**src/rtl/fsic_io_serdes_tx_if.sv**
```systemverilog
// Parallel word handshake into the serializer: the source drives word/valid,
// and the serializer answers with ready.
interface fsic_io_serdes_tx_if #(
  parameter int pCLK_RATIO = 4
);
  logic [pCLK_RATIO-1:0] txdata_in;
  logic                  txdata_in_valid;
  logic                  txdata_in_ready;

  modport master (
    output txdata_in,
    output txdata_in_valid,
    input  txdata_in_ready
  );

  modport slave (
    input  txdata_in,
    input  txdata_in_valid,
    output txdata_in_ready
  );
endinterface

```
**src/rtl/fsic_io_serdes_tx.sv**
```systemverilog
// LSB-first serializer fed by a two-word buffer. Words go out back-to-back
// while txen holds, and an all-zero idle word fills in when the buffer runs dry.
module fsic_io_serdes_tx #(
  parameter int pCLK_RATIO    = 4,
  parameter int pTX_BUF_DEPTH = 2
) (
  input  logic                      ioclk,
  input  logic                      axis_rst_n,
  input  logic                      txen,
  fsic_io_serdes_tx_if.slave        tx,
  output logic                      Serial_Data_out,
  output logic                      tx_word_start,
  output logic                      tx_underrun
);

  localparam int PHASE_W = (pCLK_RATIO > 1) ? $clog2(pCLK_RATIO) : 1;
  localparam logic [PHASE_W-1:0] LAST_PHASE = PHASE_W'(pCLK_RATIO - 1);

  typedef enum logic {IDLE, RUN} state_t;

  state_t                state;
  state_t                next_state;
  logic [pCLK_RATIO-1:0] buf_mem [2];
  logic                  wr_ptr;
  logic                  rd_ptr;
  logic [1:0]            count;
  logic [PHASE_W-1:0]    phase;
  logic [pCLK_RATIO-1:0] shift_reg;
  logic                  push;
  logic                  pop;
  logic                  load_idle;
  logic                  shift_en;

  assign tx.txdata_in_ready = (count < 2'(pTX_BUF_DEPTH));
  assign push               = tx.txdata_in_valid && tx.txdata_in_ready;

  assign Serial_Data_out = (state == RUN) ? shift_reg[0] : 1'b0;
  assign tx_word_start   = (state == RUN) && (phase == '0);

  // A word may only leave txen-low at its last bit, so a word in flight always completes.
  always_comb begin
    next_state = state;
    pop        = 1'b0;
    load_idle  = 1'b0;
    shift_en   = 1'b0;
    case (state)
      IDLE: begin
        if (txen && (count != 2'd0)) begin
          pop        = 1'b1;
          next_state = RUN;
        end
      end
      RUN: begin
        if (phase != LAST_PHASE) begin
          shift_en = 1'b1;
        end else if (!txen) begin
          next_state = IDLE;
        end else if (count != 2'd0) begin
          pop = 1'b1;
        end else begin
          load_idle = 1'b1;
        end
      end
      default: next_state = IDLE;
    endcase
  end

  always_ff @(posedge ioclk or negedge axis_rst_n) begin
    if (!axis_rst_n) begin
      state       <= IDLE;
      buf_mem[0]  <= '0;
      buf_mem[1]  <= '0;
      wr_ptr      <= 1'b0;
      rd_ptr      <= 1'b0;
      count       <= 2'd0;
      phase       <= '0;
      shift_reg   <= '0;
      tx_underrun <= 1'b0;
    end else begin
      state <= next_state;

      if (push) begin
        buf_mem[wr_ptr] <= tx.txdata_in;
        wr_ptr          <= ~wr_ptr;
      end
      if (pop) begin
        rd_ptr <= ~rd_ptr;
      end

      // Pop decisions use the pre-edge count, so a word pushed into an empty buffer waits one edge.
      case ({push, pop})
        2'b10:   count <= count + 2'd1;
        2'b01:   count <= count - 2'd1;
        default: count <= count;
      endcase

      if (pop) begin
        shift_reg <= buf_mem[rd_ptr];
        phase     <= '0;
      end else if (load_idle) begin
        shift_reg   <= '0;
        phase       <= '0;
        tx_underrun <= 1'b1;
      end else if (shift_en) begin
        shift_reg <= shift_reg >> 1;
        phase     <= phase + PHASE_W'(1);
      end else if (next_state == IDLE) begin
        phase <= '0;
      end
    end
  end

endmodule

```
**src/flat_wrapper.sv**
```systemverilog
// flat-port wrapper written by rule: the top's interface ports become plain ports
module fsic_io_serdes_tx_flat 
#(
  parameter int pCLK_RATIO    = 4,
  parameter int pTX_BUF_DEPTH = 2
)
  (ioclk, axis_rst_n, txen, Serial_Data_out, tx_word_start, tx_underrun, tx_txdata_in, tx_txdata_in_valid, tx_txdata_in_ready);
  fsic_io_serdes_tx_if #(.pCLK_RATIO(pCLK_RATIO)) tx_i ();
  input  logic ioclk;
  input  logic axis_rst_n;
  input  logic txen;
  output logic Serial_Data_out;
  output logic tx_word_start;
  output logic tx_underrun;
  input wire logic [$bits(tx_i.txdata_in)-1:0] tx_txdata_in;
  input wire logic [$bits(tx_i.txdata_in_valid)-1:0] tx_txdata_in_valid;
  output wire logic [$bits(tx_i.txdata_in_ready)-1:0] tx_txdata_in_ready;
  assign tx_i.txdata_in = tx_txdata_in;
  assign tx_i.txdata_in_valid = tx_txdata_in_valid;
  assign tx_txdata_in_ready = tx_i.txdata_in_ready;
  fsic_io_serdes_tx #(.pCLK_RATIO(pCLK_RATIO), .pTX_BUF_DEPTH(pTX_BUF_DEPTH)) u_core (.ioclk(ioclk), .axis_rst_n(axis_rst_n), .txen(txen), .tx(tx_i), .Serial_Data_out(Serial_Data_out), .tx_word_start(tx_word_start), .tx_underrun(tx_underrun));
endmodule
```
**config.mk**
```make
export PLATFORM = sky130hd
export DESIGN_NAME = fsic_io_serdes_tx_flat
export DESIGN_NICKNAME = d
export VERILOG_FILES = /design/src/rtl/fsic_io_serdes_tx_if.sv /design/src/rtl/fsic_io_serdes_tx.sv /design/src/flat_wrapper.sv
export SDC_FILE = /design/constraint.sdc
export NUM_CORES = 1
export LEC_CHECK = 0
export BUFFER_PORTS_ARGS = -buffer_cell sky130_fd_sc_hd__buf_4
export CELL_PAD_IN_SITES_DETAIL_PLACEMENT = 1
export CELL_PAD_IN_SITES_GLOBAL_PLACEMENT = 1
export CORE_MARGIN = 1
export CORE_UTILIZATION = 23
export DETAILED_ROUTE_END_ITERATION = 8
export GPL_TIMING_DRIVEN = 0
export PLACE_DENSITY = 0.51
export SLEW_MARGIN = 20
export SYNTH_ARGS = -nofsm -noshare
export SYNTH_HDL_FRONTEND = slang
export SYNTH_SLANG_ARGS = --single-unit
```
**constraint.sdc**
```tcl
create_clock -name ioclk -period 1.9 [get_ports ioclk]
set_input_delay 0.095 -clock ioclk [delete_from_list [all_inputs] [get_ports ioclk]]
set_output_delay 0.095 -clock ioclk [all_outputs]
set_load 0.05 [all_outputs]
```
==> out/metrics.cfg, run 1 <==
[run_status]
status=completed

[layout]
layout.nets=104
largest_register_ffs=8
post-route-util_pct=30.43
drive_gt1_share_pct=36.96
final_cells=140
area_delta_synth_final_pct=22.55
insertedDiodeCount=0

[worst_setup_path]
worst_ep_arrival_time_ps=1920
crit_fanout=7
path_class=reg -> reg
required_ps=2090
worst-path-buf-inv=1
cpMaxStageDelayCell=dfrtp_1
slowest_delay_ps=410
crit_chain=ha_1 > nand2b_2 > nand3_2 > inv_1 > ha_1 > nor2_1 > xnor2_1
cp-end-kind=register
cp_top_family=adder cells
cpMostUsedCell=ha_1
rr_startpoint=u_core.phase[0]
ff2ff_setup_slack_ps=180
crit_start=u_core.phase[0]
crit_path_start_kind=register

[synthesis]
ys_seq_area_share_pct=53.05
synthFlopType=dfrtp_1
ys_warn_count=0
avgSynthCellArea_um2=12.41
synth_area_leader_cell=dfrtp_1
synth.net_count=87
syn_area_um2=943.4
synth_async_sr_flop_share_pct=100.0
synth_top_cells_by_area=dfrtp_1, mux2_2, xnor2_1, ha_1, nand3_1
synth_seq_cells=20
yosysUniqueCellTypes=23
synth-edff-count=0
syn_inst=76
synth_top_area_share_pct=53.05

[detailed_routing]
vias=628
drt-initial-drc-count=13
met1_length_um=868
drcViolationCount=0
wl_per_cell_um=13.16
wl_met3_um=70
wirelength_mm=1.843
vias_per_cell=4.486
highest_layer=met4
route.met2.wl_um=888
antenna_left=0
drt_pass1_iterations=3

[timing]
clock.fmax_mhz=579.8
setup_viol=0
fin_ws_ps=175.2
finalCritPeriodShare_pct=90.78
tightestPinTransition_ps=274.5
finClkSkew_ps=7.139
fin_crit_ps=1725
finalSetupTns_ps=0
drv_slew=0
finalHoldViolCount=0
maxSlewHeadroom_pct=81.70
rsz0062_at_grt=no
hold_ws_ps=74.27

[cts]
worstSkewPairLatency_ps=260
cts-htree-levels=1
cts_tree=yes
clock-sinks=20
numCtsBuffers=3
cts_buffer_depth=2
cts_root_buf=clkbuf_8
clkTransAtPathRegs_ps=80

[floorplan]
rows=22
dieWidth_um=66.05
num_io_pins=12
start_util_pct=24.84
core_area_um2=3799
die_area_um2=4362
die_y_um=66.05

[place]
port_buffers=11
place.gp.congestion=0.7037
dp_slack_ps=117.5
dpl.cell_count=135
place_hpwl_mm=1.360

[global_routing]
antenna_found_initial=0
grt_pass1_vias=679
grt_max_degree=21
grt_use_total_pct=10.42
globalRoute.totalOverflow=0
grt_pass1_wl_mm=3.346

[pwr]
swShare_pct=39.58
seq_power_share_pct=38.4
p_leak_nw=0.4941
power_density_nw_per_um2=1797
cell_internal_pwr_mw=1.255
p_sw_uw=822.2
vdd_ir_drop_max_uv=550.8
pwr-share-clk_pct=15.8
p_comb_share_pct=45.8

[hold_path]
hold_path_class=in -> reg
hold_start=tx_txdata_in[2]

[flow_run]
cap_violations=0

[Yosys cell counts (2+ instances only)]
cell / n
a31oi_1: 3
and2_1: 3
dfrtp_1: 20
ha_1: 3
inv_1: 4
mux2_2: 11
nand3_1: 7
nor2_1: 2
nor3_1: 3
o21ai_0: 3
xnor2_1: 5
[final cells by class]
type	instances	area [µm²]
sequential	20	500.5
timing repair buffer	12	92.59
fill	427	2643
clock buffer	4	55.05
multi-input combinational	51	427.9
tap	48	60.06
inverter	4	15.01
buffer	1	5.005
[power groups by stage]
stage | clock (mW) | combinational [mW] | sequential [mW]
after floorplan | 0 | 0.703 | 0.802
after global placement | 0 | 0.937 | 0.793
after detailed placement | 0 | 0.957 | 0.808
after CTS | 0.343 | 0.966 | 0.803
after global routing | 0.359 | 1.07 | 0.837
final | 0.329 | 0.951 | 0.798
[layer usage]
metal | up-vias | global-route usage, %
met5 | - | 0
met4 | 0 | 3.191
met3 | 3 | 3.103
met2 | 12 | 16.58
met1 | 316 | 13.48
li1 | 297 | -
[metrics by stage]
step,instance area [µm²],power [mW]
5_1_grt,1156,2.268
6_report,1156,2.077
4_1_cts,1151,2.112
3_3_place_gp,1086,1.730
2_1_floorplan,943.4,1.504
3_5_place_dp,1086,1.765
[worst paths after layout]
path / endpoint / cells past startpoint
min in group asynchronous: u_core.phase[0] / 2
setup reg to reg: u_core.count[1] / 7
hold reg to reg: u_core.phase[0] / 1
hold / removal: u_core.buf_mem[2] / 2
setup / recovery: u_core.count[1] / 7
max in group asynchronous: u_core.buf_mem[1] / 2
[logic make-up (layout without fill, tap and decap cells)]
| family | after synthesis | after routing | synth area share (%) |
|---|---|---|---|
| AOI/OAI and AO/OA | 10 | 10 | 8.090 |
| xor gates and xnor gates | 5 | 5 | 4.642 |
| adders and majority gates | 3 | 3 | 3.979 |
| buffers and inverters | 5 | 21 | 2.121 |
| DFF | 20 | 20 | 53.05 |
| muxes | 12 | 12 | 14.19 |
| and+or+nand+nor | 21 | 21 | 13.93 |
[worst reg2reg max path: stages (launching register included)]
cell and delay (ps):
dfrtp_1 410, ha_1 230, nand2b_2 260, nand3_2 140, inv_1 50, ha_1 310, nor2_1 140, xnor2_1 120
[repair_timing]
item | CTS | global route
setup buffers | 0 | 0
resized for setup | 0 | 1
hold buffers | 1 | 0
setup endpoints to repair | 0 | 1
endpoints found under the hold margin | 20 | 0
[placed cells by master, fill, tap and decap left out, types with 2 or more instances in the layout]
cell	count
dfrtp_1	20
mux2_2	11
buf_4	11
nand3_1	6
xnor2_1	5
inv_1	4
clkbuf_8	4
and2_1	3
o21ai_0	3
nor3_1	3
a31oi_1	3
ha_1	3
nor2_1	2
Power figures use the tool's default switching activity.
==> run 2: changes to the inputs <==
--- a/config.mk
+++ b/config.mk
@@ -6,6 +6,7 @@
 export NUM_CORES = 1
 export LEC_CHECK = 0
 export BUFFER_PORTS_ARGS = -buffer_cell sky130_fd_sc_hd__buf_4
+export CAP_MARGIN = 40
 export CELL_PAD_IN_SITES_DETAIL_PLACEMENT = 1
 export CELL_PAD_IN_SITES_GLOBAL_PLACEMENT = 1
 export CORE_MARGIN = 1
==> constraint.sdc (replaced) <==
create_clock -name ioclk -period 1.69 [get_ports ioclk]
set_input_delay 0.0845 -clock ioclk [delete_from_list [all_inputs] [get_ports ioclk]]
set_output_delay 0.0845 -clock ioclk [all_outputs]
set_load 0.05 [all_outputs]
==> out/metrics.cfg, run 2 (same netlist as run 1, synthesis figures left out) <==
[worst_setup_path]
crit_fanout=5
required_ps=1880
crit_chain=or2_4 > nand3_4 > inv_1 > ha_1 > xnor2_2 > nor2_1 > xnor2_1
cpMaxStageDelayCell=dfrtp_2
slowest_delay_ps=480
worst_ep_arrival_time_ps=1790
path_class=reg -> reg
cp-end-kind=register
crit_path_start_kind=register

[layout]
drive_gt1_share_pct=43.62
area_delta_synth_final_pct=27.06
layout.nets=106
fillCellCount=422
final_common_cell=dfrtp_1
final_area_um2=1199
layout_common_cells=dfrtp_1, buf_4, mux2_2, nand3_1
insertedDiodeCount=0
multiInputGateArea_um2=452.9
regArea_um2=503.0
largest_register_ffs=8

[global_routing]
grt_pass1_vias=678
busiest_layer=met2
antenna_found_initial=0
globalRoute.totalOverflow=0
grt_use_total_pct=10.46
grt_util_met2_pct=16.58
met1_usage_pct=13.59
grt_max_degree=21
use_met3_pct=3.103
grt_pass1_wl_mm=3.360

[pwr]
seq_power_share_pct=37.3
p_leak_nw=0.5103
total_power_mw=2.445
power_density_nw_per_um2=2040
swShare_pct=39.28
p_comb_share_pct=47.6
pwr-share-clk_pct=15.1
p_sw_uw=960.3
vdd_ir_drop_max_uv=634.5
cell_internal_pwr_mw=1.485

[detailed_routing]
drt_pass1_iterations=2
vias=636
antenna_left=0
wirelength_mm=1.889
wl_per_cell_um=13.30
drt-initial-drc-count=8
drcViolationCount=0
vias_per_cell=4.479

[timing]
finalHoldViolCount=0
clock.fmax_mhz=624.9
drv_slew=0
finClkSkew_ps=7.044
fin_crit_ps=1600
finalCritPeriodShare_pct=94.69
tightestPinTransition_ps=319.4
maxSlewHeadroom_pct=78.71
setup_viol=0

[floorplan]
die_y_um=66.05
start_util_pct=24.84
dieWidth_um=66.05
core_area_um2=3799
num_io_pins=12
die_area_um2=4362
rows=22

[cts]
clock-sinks=20
cts_buffer_depth=2
numCtsBuffers=3
cts_root_buf=clkbuf_8
worstSkewPairLatency_ps=260
cts_tree=yes
cts-htree-levels=1
clkTransAtPathRegs_ps=80

[run_status]
status=completed

[hold_path]
hold_path_class=in -> reg

[place]
port_buffers=11
place_hpwl_mm=1.360
place.gp.congestion=0.7037
dpl_cell_area_um2=1086

[flow_run]
cap_violations=0

-- run 2: path summary, 6_finish.rpt --
check / startpoint / end / slack [ps] / cells past startpoint
worst max-delay path: u_core.count[0] / u_core.count[1] / 90 / 7
worst min-delay path: tx_txdata_in[2] / u_core.buf_mem[2] / 60 / 2
worst max register to register: u_core.count[0] / u_core.count[1] / 90 / 7
worst min register to register: u_core.tx_underrun / u_core.tx_underrun / 500 / 1
max in group asynchronous: axis_rst_n / u_core.count[1] / 1230 / 2
min in group asynchronous: axis_rst_n / u_core.phase[0] / 230 / 2
-- run 2: layer usage --
metal,share of wire (%),wire length (µm)
met1,46,868
met2,49,933
met3,3.7,70
met4,0.90,17
met5,0,0
-- run 2: cell type report --
class | instances | share of cell area [%]
timing repair buffer | 14 | 8.977
clock buffer | 4 | 4.593
buffer | 1 | 0.4175
tap | 48 | 5.010
multi-input combinational | 51 | 37.79
inverter | 4 | 1.253
sequential | 20 | 41.96
-- run 2: worst max-delay path: cells and delay by family (launching register included) --
kind | cells | cell delay [ps]
adders and majority gates | 1 | 220
buffers and inverters | 1 | 50
and+or+nand+nor | 3 | 510
xor gates and xnor gates | 2 | 260
DFF | 1 | 480
-- run 2: metrics by stage --
| step | worst slack, ps | cells | util, % | hold WS, ps | TNS, ps |
|---|---|---|---|---|---|
| floorplan | 52.32 | 76 | - | -211.1 | 0 |
| global placement | -89.92 | 135 | 28.59 | -20.26 | -94.93 |
| detailed placement | -92.46 | 135 | 28.59 | -13.10 | -109.9 |
| CTS | 29.77 | 140 | 30.57 | 57.26 | 0 |
| global route | -14.57 | 142 | 31.55 | 60.21 | -14.57 |
| finish | 89.76 | 142 | 31.55 | 63.41 | 0 |
-- run 2: power by group through the flow --
stage	clock, mW	combinational, mW	sequential [mW]
floorplan	0	0.790	0.901
global placement	0	1.05	0.892
detailed placement	0	1.08	0.909
CTS	0.386	1.10	0.906
global route	0.403	1.30	0.954
finish	0.369	1.16	0.913
-- run 2: repair_timing --
item                                    in CTS  in global routing
pin swaps                                    0                  2
resized for setup                            2                  6
hold endpoints to repair                    20                  0
endpoints found under the setup margin       2                  1
hold buffers                                 1                  0
buffers inserted                             0                  2
